--- config.mk ---
export PLATFORM = sky130hd
export DESIGN_NAME = plic_claim_arbiter_flat
export DESIGN_NICKNAME = d
export VERILOG_FILES = /design/src/rtl/plic_claim_arbiter_pkg.sv /design/src/rtl/plic_claim_arbiter_if.sv /design/src/rtl/plic_claim_arbiter_prio_tree.sv /design/src/rtl/plic_claim_arbiter.sv /design/src/flat_wrapper.sv
export SDC_FILE = /design/constraint.sdc
export NUM_CORES = 1
export LEC_CHECK = 0
export BUFFER_PORTS_ARGS = -buffer_cell sky130_fd_sc_hd__buf_2
export CORE_AREA = 2 2 185 187
export DETAILED_ROUTE_END_ITERATION = 6
export DIE_AREA = 0 0 187 189
export GPL_ROUTABILITY_DRIVEN = 0
export PLACE_DENSITY_LB_ADDON = 0.25
export SYNTH_ARGS = -nofsm -noshare
export SYNTH_HDL_FRONTEND = slang
export SYNTH_HIERARCHICAL = 1
export SYNTH_SLANG_ARGS = --single-unit
--- constraint.sdc ---
create_clock -name clk_i -period 9.55 [get_ports clk_i]
set_input_delay 0 -clock clk_i [delete_from_list [all_inputs] [get_ports clk_i]]
set_output_delay 0 -clock clk_i [all_outputs]
set_load 0.05 [all_outputs]
--- src/rtl/plic_claim_arbiter_pkg.sv ---
// rtl/plic_claim_arbiter_pkg.sv - shared constants and types for the PLIC claim arbiter
//
// Purpose : default sizing, register offsets of the per-target APB window,
//           and scalar types for priorities and claim/complete IDs.
// Ports   : none (package).
package plic_claim_arbiter_pkg;

    localparam int IRQ_NUM_DEF        = 32;
    localparam int IRQ_PRIO_WIDTH_DEF = 3;
    localparam int IRQ_ID_WIDTH_DEF   = $clog2(IRQ_NUM_DEF);

    // Register offsets within the PLIC address map.
    localparam logic [23:0] PLIC_OFS_IP        = 24'h00_1000;
    localparam logic [23:0] PLIC_OFS_IE        = 24'h00_2000;
    localparam logic [23:0] PLIC_OFS_THOLD     = 24'h20_0000;
    localparam logic [23:0] PLIC_OFS_CLAIMCOMP = 24'h20_0004;

    typedef logic [IRQ_PRIO_WIDTH_DEF-1:0] plic_prio_t;
    typedef logic [IRQ_ID_WIDTH_DEF-1:0]   plic_id_t;

endpackage

--- src/rtl/plic_claim_arbiter_if.sv ---
// rtl/plic_claim_arbiter_if.sv - gateway handshake and claim/complete bus of the arbiter
//
// Purpose : bundles the per-source gateway handshake (valid/ready/comp pulse)
//           and the CLAIMCOMP register access strobes.
// Signals : valid_i, ready_o, comp_o       - gateway side, per source
//           claim_i, claim_id_o            - APB read of CLAIMCOMP
//           comp_i, comp_id_i              - APB write of CLAIMCOMP
//           Suffixes are from the arbiter's point of view.
interface plic_claim_arbiter_if
    import plic_claim_arbiter_pkg::*;
#(
    parameter int IRQ_NUM      = IRQ_NUM_DEF,
    parameter int IRQ_ID_WIDTH = $clog2(IRQ_NUM)
);
    logic [IRQ_NUM-1:0]      valid_i;
    logic [IRQ_NUM-1:0]      ready_o;
    logic [IRQ_NUM-1:0]      comp_o;
    logic                    claim_i;
    logic [IRQ_ID_WIDTH-1:0] claim_id_o;
    logic                    comp_i;
    logic [IRQ_ID_WIDTH-1:0] comp_id_i;

    // Gateways plus register file.
    modport master (
        output valid_i, claim_i, comp_i, comp_id_i,
        input  ready_o, claim_id_o, comp_o
    );

    // The arbiter core.
    modport slave (
        input  valid_i, claim_i, comp_i, comp_id_i,
        output ready_o, claim_id_o, comp_o
    );
endinterface

--- src/rtl/plic_claim_arbiter_prio_tree.sv ---
// rtl/plic_claim_arbiter_prio_tree.sv - combinational max-priority comparator tree
//
// Purpose : picks the (priority, id) pair with the highest priority, ties
//           resolved to the lowest id. Non-candidates must be presented
//           with priority 0.
// Ports   : prio_i     in  IRQ_NUM*IRQ_PRIO_WIDTH  flattened masked priorities
//           win_id_o   out ID width                winning source id
//           win_prio_o out IRQ_PRIO_WIDTH          winning priority (0 = none)
module plic_claim_arbiter_prio_tree #(
    parameter int IRQ_NUM        = 32,
    parameter int IRQ_PRIO_WIDTH = 3,
    parameter int IRQ_ID_WIDTH   = $clog2(IRQ_NUM)
) (
    input  logic [IRQ_NUM*IRQ_PRIO_WIDTH-1:0] prio_i,
    output logic [IRQ_ID_WIDTH-1:0]           win_id_o,
    output logic [IRQ_PRIO_WIDTH-1:0]         win_prio_o
);
    localparam int LEAVES = 1 << IRQ_ID_WIDTH;

    // Heap-ordered tree: node k has children 2k and 2k+1, leaves at LEAVES..2*LEAVES-1.
    logic [IRQ_PRIO_WIDTH-1:0] node_prio [1:2*LEAVES-1];
    logic [IRQ_ID_WIDTH-1:0]   node_id   [1:2*LEAVES-1];

    always_comb begin
        for (int k = 1; k < 2*LEAVES; k++) begin
            node_prio[k] = '0;
            node_id[k]   = '0;
        end
        // Padding leaves beyond IRQ_NUM carry priority 0 and can never win
        // against a real candidate.
        for (int i = 0; i < LEAVES; i++) begin
            node_id[LEAVES+i] = IRQ_ID_WIDTH'(i);
            if (i < IRQ_NUM) begin
                node_prio[LEAVES+i] = prio_i[i*IRQ_PRIO_WIDTH +: IRQ_PRIO_WIDTH];
            end
        end
        // Children are always resolved before their parent (descending walk).
        for (int k = LEAVES - 1; k >= 1; k--) begin
            if ((node_prio[2*k+1] > node_prio[2*k]) ||
                ((node_prio[2*k+1] == node_prio[2*k]) && (node_id[2*k+1] < node_id[2*k]))) begin
                node_prio[k] = node_prio[2*k+1];
                node_id[k]   = node_id[2*k+1];
            end else begin
                node_prio[k] = node_prio[2*k];
                node_id[k]   = node_id[2*k];
            end
        end
    end

    assign win_id_o   = node_id[1];
    assign win_prio_o = node_prio[1];

endmodule

--- src/rtl/plic_claim_arbiter.sv ---
// rtl/plic_claim_arbiter.sv - per-target PLIC pending/selection/claim/complete core
//
// Purpose : holds the IP bits, accepts gateway requests, selects the best
//           enabled pending source above threshold, drives irq_o and
//           sequences claim/complete.
// Ports   : clk_i, rst_i  clock, asynchronous active-high reset
//           bus           slave side of plic_claim_arbiter_if
//           prio_i        flattened per-source priorities
//           en_i          per-source enables
//           thold_i       target threshold
//           ip_o          pending bits
//           irq_o         external interrupt to hart
module plic_claim_arbiter
    import plic_claim_arbiter_pkg::*;
#(
    parameter int IRQ_NUM        = IRQ_NUM_DEF,
    parameter int IRQ_PRIO_WIDTH = IRQ_PRIO_WIDTH_DEF,
    parameter int IRQ_ID_WIDTH   = $clog2(IRQ_NUM)
) (
    input  logic                              clk_i,
    input  logic                              rst_i,
    plic_claim_arbiter_if.slave               bus,
    input  logic [IRQ_NUM*IRQ_PRIO_WIDTH-1:0] prio_i,
    input  logic [IRQ_NUM-1:0]                en_i,
    input  logic [IRQ_PRIO_WIDTH-1:0]         thold_i,
    output logic [IRQ_NUM-1:0]                ip_o,
    output logic                              irq_o
);
    logic [IRQ_NUM-1:0]                ip_q, ip_d;
    logic [IRQ_NUM-1:0]                comp_q, comp_d;
    logic [IRQ_ID_WIDTH-1:0]           sel_id_q, sel_id_d;
    logic                              irq_q, irq_d;
    logic [IRQ_NUM*IRQ_PRIO_WIDTH-1:0] cand_prio;
    logic [IRQ_ID_WIDTH-1:0]           win_id;
    logic [IRQ_PRIO_WIDTH-1:0]         win_prio;

    // Source 0 is reserved and never accepts a request.
    assign bus.ready_o = {~ip_q[IRQ_NUM-1:1], 1'b0};

    // Next-state pending vector. The claim clear is applied after the
    // handshake set so a same-cycle request for the claimed source loses.
    always_comb begin
        ip_d    = ip_q | (bus.valid_i & bus.ready_o);
        ip_d[0] = 1'b0;
        if (bus.claim_i && (sel_id_q != '0)) begin
            ip_d[sel_id_q] = 1'b0;
        end
    end

    // Selection runs on ip_d so a claim in this cycle already removes its
    // source from the next winner (back-to-back claims get distinct IDs).
    always_comb begin
        cand_prio = '0;
        for (int i = 0; i < IRQ_NUM; i++) begin
            if ((i != 0) && ip_d[i] && en_i[i] &&
                (prio_i[i*IRQ_PRIO_WIDTH +: IRQ_PRIO_WIDTH] > thold_i)) begin
                cand_prio[i*IRQ_PRIO_WIDTH +: IRQ_PRIO_WIDTH] =
                    prio_i[i*IRQ_PRIO_WIDTH +: IRQ_PRIO_WIDTH];
            end
        end
    end

    plic_claim_arbiter_prio_tree #(
        .IRQ_NUM        (IRQ_NUM),
        .IRQ_PRIO_WIDTH (IRQ_PRIO_WIDTH),
        .IRQ_ID_WIDTH   (IRQ_ID_WIDTH)
    ) u_prio_tree (
        .prio_i     (cand_prio),
        .win_id_o   (win_id),
        .win_prio_o (win_prio)
    );

    // A winning priority of 0 means no candidate exists.
    always_comb begin
        sel_id_d = (win_prio != '0) ? win_id : '0;
        irq_d    = (sel_id_d != '0);
    end

    // Completion pulse: only for a valid, enabled, non-reserved ID.
    always_comb begin
        comp_d = '0;
        if (bus.comp_i && (bus.comp_id_i != '0) && (int'(bus.comp_id_i) < IRQ_NUM)) begin
            if (en_i[bus.comp_id_i]) begin
                comp_d[bus.comp_id_i] = 1'b1;
            end
        end
    end

    always_ff @(posedge clk_i or posedge rst_i) begin
        if (rst_i) begin
            ip_q     <= '0;
            sel_id_q <= '0;
            irq_q    <= 1'b0;
            comp_q   <= '0;
        end else begin
            ip_q     <= ip_d;
            sel_id_q <= sel_id_d;
            irq_q    <= irq_d;
            comp_q   <= comp_d;
        end
    end

    assign bus.claim_id_o = sel_id_q;
    assign bus.comp_o     = comp_q;
    assign ip_o           = ip_q;
    assign irq_o          = irq_q;

endmodule

--- src/flat_wrapper.sv ---
// flat-port wrapper written by rule: the top's interface ports become plain ports
module plic_claim_arbiter_flat import plic_claim_arbiter_pkg::*;
#(
    parameter int IRQ_NUM        = IRQ_NUM_DEF,
    parameter int IRQ_PRIO_WIDTH = IRQ_PRIO_WIDTH_DEF,
    parameter int IRQ_ID_WIDTH   = $clog2(IRQ_NUM)
)
  (clk_i, rst_i, prio_i, en_i, thold_i, ip_o, irq_o, bus_valid_i, bus_claim_i, bus_comp_i, bus_comp_id_i, bus_ready_o, bus_claim_id_o, bus_comp_o);
  plic_claim_arbiter_if #(.IRQ_NUM(IRQ_NUM), .IRQ_ID_WIDTH(IRQ_ID_WIDTH)) bus_i ();
  input  logic clk_i;
  input  logic rst_i;
  input  logic [IRQ_NUM*IRQ_PRIO_WIDTH-1:0] prio_i;
  input  logic [IRQ_NUM-1:0] en_i;
  input  logic [IRQ_PRIO_WIDTH-1:0] thold_i;
  output logic [IRQ_NUM-1:0] ip_o;
  output logic irq_o;
  input wire logic [$bits(bus_i.valid_i)-1:0] bus_valid_i;
  input wire logic [$bits(bus_i.claim_i)-1:0] bus_claim_i;
  input wire logic [$bits(bus_i.comp_i)-1:0] bus_comp_i;
  input wire logic [$bits(bus_i.comp_id_i)-1:0] bus_comp_id_i;
  output wire logic [$bits(bus_i.ready_o)-1:0] bus_ready_o;
  output wire logic [$bits(bus_i.claim_id_o)-1:0] bus_claim_id_o;
  output wire logic [$bits(bus_i.comp_o)-1:0] bus_comp_o;
  assign bus_i.valid_i = bus_valid_i;
  assign bus_i.claim_i = bus_claim_i;
  assign bus_i.comp_i = bus_comp_i;
  assign bus_i.comp_id_i = bus_comp_id_i;
  assign bus_ready_o = bus_i.ready_o;
  assign bus_claim_id_o = bus_i.claim_id_o;
  assign bus_comp_o = bus_i.comp_o;
  plic_claim_arbiter #(.IRQ_NUM(IRQ_NUM), .IRQ_PRIO_WIDTH(IRQ_PRIO_WIDTH), .IRQ_ID_WIDTH(IRQ_ID_WIDTH)) u_core (.clk_i(clk_i), .rst_i(rst_i), .bus(bus_i), .prio_i(prio_i), .en_i(en_i), .thold_i(thold_i), .ip_o(ip_o), .irq_o(irq_o));
endmodule
# After elaboration in Yosys (flattened, before gate mapping)
# Cells that the tools add are included.
totals:
  register_bits: 70
  latchBits: 0
  ram_bits: 0
  romBits: 0
  output_inout_bits: 102
  elab_cells: 308
  n_memories: 0
classes:
  n_addsub: 0
  multipliers: 0
  div_mod_pow: 0
  order_cmp: 81
  eq_ne: 15
  shifts: 0
  mux: 103
  bitwise_logic: 5
  reduce_logical: 100
ops:
  columns: ["operator", "count"]
  rows:
  - ["3-bit two-way mux", 62]
  - ["3-bit > comparator", 61]
  - ["32-bit two-way mux", 3]
  - ["1-bit logical AND", 81]
  - ["5-bit < comparator", 15]
  - ["32-bit bitwise AND", 2]
  - ["5-bit two-way mux", 12]
  - ["3-bit equality test", 15]
  - ["32-bit NOT", 1]
  - ["32-bit bitwise OR", 1]
  - ["31-bit NOT", 1]
  - ["1-bit two-way mux", 19]
  - ["1-bit logical OR", 15]
  - ["5-bit nonzero test", 3]
  - ["5-bit by 6-bit < comparator with 1-bit output, second input constant", 2]
  - ["1-bit demux with 5-bit select", 2]
  - ["5-bit by 1-bit >= comparator with 1-bit output, second input constant", 2]
  - ["2-bit two-way mux", 4]
  - ["1-bit binary-select mux with 5-bit select", 1]
  - ["3-bit by 1-bit > comparator with 1-bit output, second input constant", 1]
  - ["3-bit nonzero test", 1]

# Logic depth before layout (Yosys ltp)
depth:
  word_depth: 31
  mapped_depth: 46
  ltp_nobuf: 44

# Hierarchy
# Netlist, hierarchy kept.
by_module_without_submodules:
  columns: ["module", "instances", "cells_each", "area_per_inst_um2", "seq_area_each_um2"]
  rows:
  - ["plic_claim_arbiter", 1, 711, 5898.2, 1726.7]
  - ["plic_claim_arbiter_prio_tree", 1, 563, 4010.1, 0.0]

# Worst setup path after synthesis
# No wires, ideal clock.
synth_path:
  path_kind: "flip-flop to flip-flop"
  start: "register u_core.sel_id_q[0] (netlist: u_core/bus.claim_id_o[0])"
  end: "register u_core.irq_q (netlist: u_core/irq_o)"
  setup_ns: 0.139
  t_arrival_ns: 8.947
  required_ns: 9.411
  setup_slack_ns: 0.464
  stages_incl_launch_ff: 41
  path_buffers: 2
  synth_period_minus_slack_ns: 9.086
  cell_sequence: "dfrtp_1 -> nand3b_1 -> o22ai_1 -> nor3_1 -> and2_1 -> inv_1 -> ha_1 -> nand3_1 -> o21ai_0 -> nor2_1 -> mux2i_1 -> inv_1 -> ha_1 -> nor2b_1 -> o21ai_1 -> a32oi_2 -> mux2i_1 -> ha_1 -> [... 5 more ...] -> a221o_1 -> ha_1 -> nor2b_1 -> o21ai_0 -> a32oi_1 -> clkbuf_8 -> mux2_2 -> ha_1 -> nor2b_1 -> o21a_1 -> o21ai_1 -> nor3_1 -> a221o_2 -> a311o_1 -> nor3_1 -> nor2b_1 -> or2_2 -> or4_1"
synth_between:
  elab_chain_cells: 31
  word_cells_on_any_way: 259
  cone_classes: "48 x order compare; 15 x eq/ne; 97 x mux; 2 x bitwise; 97 x reduce/logical"
synth_rtl:
  columns: ["element", "line", "text"]
  rows:
  - ["start, declared", "plic_claim_arbiter.sv:31", "logic [IRQ_ID_WIDTH-1:0] sel_id_q, sel_id_d;"]
  - ["start signal, assigned", "plic_claim_arbiter.sv:97", "sel_id_q <= sel_id_d;"]
  - ["5-bit by 6-bit < comparator with 1-bit output (not written as such) or 5-bit by 1-bit >= comparator with 1-bit output (tied branches)", "plic_claim_arbiter.sv:46", "ip_d[sel_id_q] = 1'b0;"]
  - ["1-bit logical AND (not written as such)", "plic_claim_arbiter.sv:46", null]
  - ["1-bit two-way mux (not written as such)", "plic_claim_arbiter.sv:46", null]
  - ["1-bit demux with 5-bit select", null, null]
  - ["32-bit NOT (no source line)", null, null]
  - ["32-bit bitwise AND (no source line)", null, null]
  - ["32-bit two-way mux *", "plic_claim_arbiter.sv:45", "if (bus.claim_i && (sel_id_q != '0)) begin"]
  - ["1-bit logical AND * (2 in series)", "plic_claim_arbiter.sv:55", "if ((i != 0) && ip_d[i] && en_i[i] &&"]
  - ["[... 1 more ...]", null, null]
  - ["via u_core.cand_prio[91]", "plic_claim_arbiter.sv:33", "logic [IRQ_NUM*IRQ_PRIO_WIDTH-1:0] cand_prio;"]
  - ["[... 16 more ...]", null, null]
  - ["1-bit logical OR", "plic_claim_arbiter_prio_tree.sv:39", "if ((node_prio[2*k+1] > node_prio[2*k]) ||"]
  - ["3-bit two-way mux *", "plic_claim_arbiter_prio_tree.sv:39", null]
  - ["via u_core.win_prio[1]", "plic_claim_arbiter.sv:35", "logic [IRQ_PRIO_WIDTH-1:0] win_prio;"]
  - ["3-bit nonzero test *", "plic_claim_arbiter.sv:75", "sel_id_d = (win_prio != '0) ? win_id : '0;"]
  - ["5-bit two-way mux *", "plic_claim_arbiter.sv:75", null]
  - ["via u_core.sel_id_d[3]", "plic_claim_arbiter.sv:31", null]
  - ["5-bit nonzero test *", "plic_claim_arbiter.sv:76", "irq_d = (sel_id_d != '0);"]
  - ["via u_core.irq_d", "plic_claim_arbiter.sv:32", "logic irq_q, irq_d;"]
  - ["end signal, assigned", "plic_claim_arbiter.sv:98", "irq_q <= irq_d;"]
  - ["end, declared", "plic_claim_arbiter.sv:32", null]
# The timed path passes the listed nets; every way through them passes the cells marked *.

# Final worst setup path
layout_path:
  start: "register u_core.sel_id_q[1] (netlist: u_core/bus.claim_id_o[1])"
  end: "register u_core.irq_q (netlist: u_core/irq_o)"
# Same word-level chain as after synthesis.

==> results.toml <==
[timing]
tightest_slew_ps = 974
setup_ws_ps = 632
final_hold_viol_count = 0
max_freq_mhz = 112
period_share = 0.934
slew_headroom = 0.351
fin_setup_tns_ps = 0
setup_viol = 0
period_needed_ps = 8920
report.final.slew_viol_count = 0
skew_ps = 12.7

[status]
status = "finished, final reports clean"

[finish]
finish.instance_area_um2 = 12800
utilization = 0.386
area.growth.synth_to_final_pct = 29.5
nets = 1980
fin_cells = 2076
final_cell_mix = "buf_2, inv_1, ha_1"
layout.cells.most_common = "buf_2"
final_layout_size_suffix_gt1_frac = 0.262

[floorplan]
die_area_um2 = 35300
floorplan.initialDensity = 0.298
rows = 67
die_x_um = 187
core_um2 = 33300
die_y_um = 189
pin_count = 274

[yosys]
ys_warn_count = 6
avgSynthCellArea_um2 = 7.78
synthFlopType = "dfrtp_1"
async_flop_share = 1.00
synth_seq_area_share = 0.174
syn_area_um2 = 9910
synth-edff-count = 0
synth_seq_cells = 69
ys_types = 75
syn_inst = 1274

[global_route]
grt-ovfl-total = 0
grt_pass1_wl_um = 52700
grt_pass1_vias = 10000
grt_usage = 0.187
grt_max_degree = 70
antenna_found_initial = 0

[placed_design]
placed_cells = 2030
place_area_um2 = 12100
dp_worst_setup_slack_ps = 89.9
portBuffers = 267
detailed_place_hpwl_um = 27900

[detailed_routing]
drtIter0Drc = 478
routed_wl_um = 33900
via_per_inst = 4.92
route.detailed.wl_per_inst_um = 16.3
antenna_left = 0
dr_total_vias = 10200
drcViolationCount = 0
firstDrtPassIters = 5

[clock_network]
cts_sinks = 69
root_buffer = "clkbuf_16"
cts_tree = "done"
clk_path_buf_depth = 2
path_clk_slew_ps = 80
cts_buffers = 9
htree_levels = 3
clk_latency_ps = 360

[critical_path]
crit_top_cell = "nor2b_1"
critPathBufInv = 5
r2r-start = "u_core/bus.claim_id_o[1]"
critPathRequiredTime_ps = 9770
criticalPathCategory = "reg2reg"
worstPathArrival_ps = 9140
crit_path_start_kind = "flip-flop"
path_max_fanout = 6
crit_path_end_kind = "flip-flop"
crit_family = "simple AND/OR/NAND/NOR gates"
max_stage_delay_ps = 450
crit_path_start = "u_core/bus.claim_id_o[1]"
cp_slowest_cell = "dfrtp_1"

[min_path]
min-delay-start = "bus_valid_i[18]"
hold_path_class = "in2reg"

[pwr]
power_density_nw_per_um2 = 226
vdd_ir_drop_max_mv = 0.229
leakage_nw = 6.66

[job]
maxCapViolations = 0
[logic make-up (layout without fill, tap and decap cells)]
kind of cell    after synthesis  count (layout)  share of synthesized area
compound gates              232             232                      0.157
buf+inv                     231             576                     0.0939
fa+ha+maj                   186             186                      0.235
mux                          74              74                     0.0833
simple gates                481             481                      0.256
other cells                   1              10                   0.000378
flops                        69              69                      0.174
[timing repair]
item	4_1_cts	5_1_grt
setup endpoints to repair	0	6
resized for setup	0	30
hold buffers	26	1
endpoints found under the hold margin	71	1
setup buffers	0	2
[final cells by class]
cell class / instances / area [µm²]
clock buffers: 9 / 225
flip-flops and latches: 69 / 1730
clock inverters: 7 / 82.6
inverters: 212 / 797
fillers: 3479 / 20400
well taps: 448 / 561
multi-input cells: 982 / 7400
diodes: 1 / 2.50
repair buffers: 348 / 2040
[metrics by stage]
| step | power [mW] | hold slack (ps) |
|---|---|---|
| after floorplan | 1.76 | 165 |
| after global routing | 3.17 | 23.3 |
| final | 2.90 | 14.2 |
| after detailed placement | 2.46 | 286 |
| after global placement | 2.44 | 282 |
| after CTS | 2.86 | 5.67 |
[synthesized netlist by cell type, drive strengths merged (5+ instances only)]
| master | number | area, µm² |
|---|---|---|
| nand2 | 109 | 409 |
| mux2i | 54 | 541 |
| and3 | 13 | 82.6 |
| o21a | 6 | 45.0 |
| buf | 11 | 95.1 |
| nor4 | 32 | 200 |
| nand3b | 18 | 135 |
| clkbuf | 8 | 40.0 |
| o21ai | 30 | 154 |
| ha | 186 | 2330 |
| inv | 211 | 792 |
| and2 | 67 | 422 |
| dfrtp | 69 | 1730 |
| a211oi | 7 | 57.6 |
| mux2 | 15 | 173 |
| a21o | 33 | 248 |
| nor2b | 21 | 131 |
| a21oi | 66 | 334 |
| o221ai | 5 | 43.8 |
| nand3 | 69 | 345 |
| or2 | 6 | 37.5 |
| nor3 | 41 | 205 |
| nand2b | 15 | 93.8 |
| a32oi | 10 | 95.1 |
| nor2 | 75 | 357 |
| nor3b | 5 | 37.5 |
| mux4 | 5 | 113 |
| o22ai | 36 | 225 |
[path summary, 6_finish.rpt]
path / endpoint / slack [ps] / cells after the start
hold reg to reg: u_core/ip_o[3] / 580 / 2
setup reg to reg: u_core/irq_o / 630 / 40
hold / removal: u_core/ip_o[18] / 10 / 4
min in group asynchronous: u_core/ip_o[3] / 510 / 4
max in group asynchronous: u_core/bus.claim_id_o[0] / 8370 / 4
setup / recovery: u_core/irq_o / 630 / 40
[power by group]
| part | total [mW] | switching (mW) | leakage [nW] | internal [mW] |
|---|---|---|---|---|
| Combinational | 2.18 | 1.22 | 5.72 | 0.953 |
| Sequential | 0.345 | 0.0181 | 0.795 | 0.327 |
| Clock | 0.375 | 0.168 | 0.145 | 0.207 |
[sequential cells by signal (all words and copies together) (netlist names)]
name                   count
u_core/bus.comp_o         32
u_core/ip_o               31
u_core/bus.claim_id_o      5
u_core/irq_o               1
[per-layer routing]
layer / wire, µm / share of wire / up-vias / GRT usage
met3: 1470 / 0.043 / 21 / 0.0243
met2: 16300 / 0.48 / 270 / 0.332
met4: 359 / 0.011 / 0 / 0.0382
met5: 0 / 0 / - / 0
li1: - / - / 5179 / -
met1: 15700 / 0.46 / 4743 / 0.243
[worst register-to-register path, delay by kind of cell (launching register included)]
kind,cells,cell delay (ps)
and+or+nand+nor,14,2510
AOI/OAI and AO/OA,12,2300
adders and majority gates,5,1550
muxes,4,1350
buffers and inverters,5,620
DFF,1,450
No activity file was read; power rests on OpenSTA's default activity.
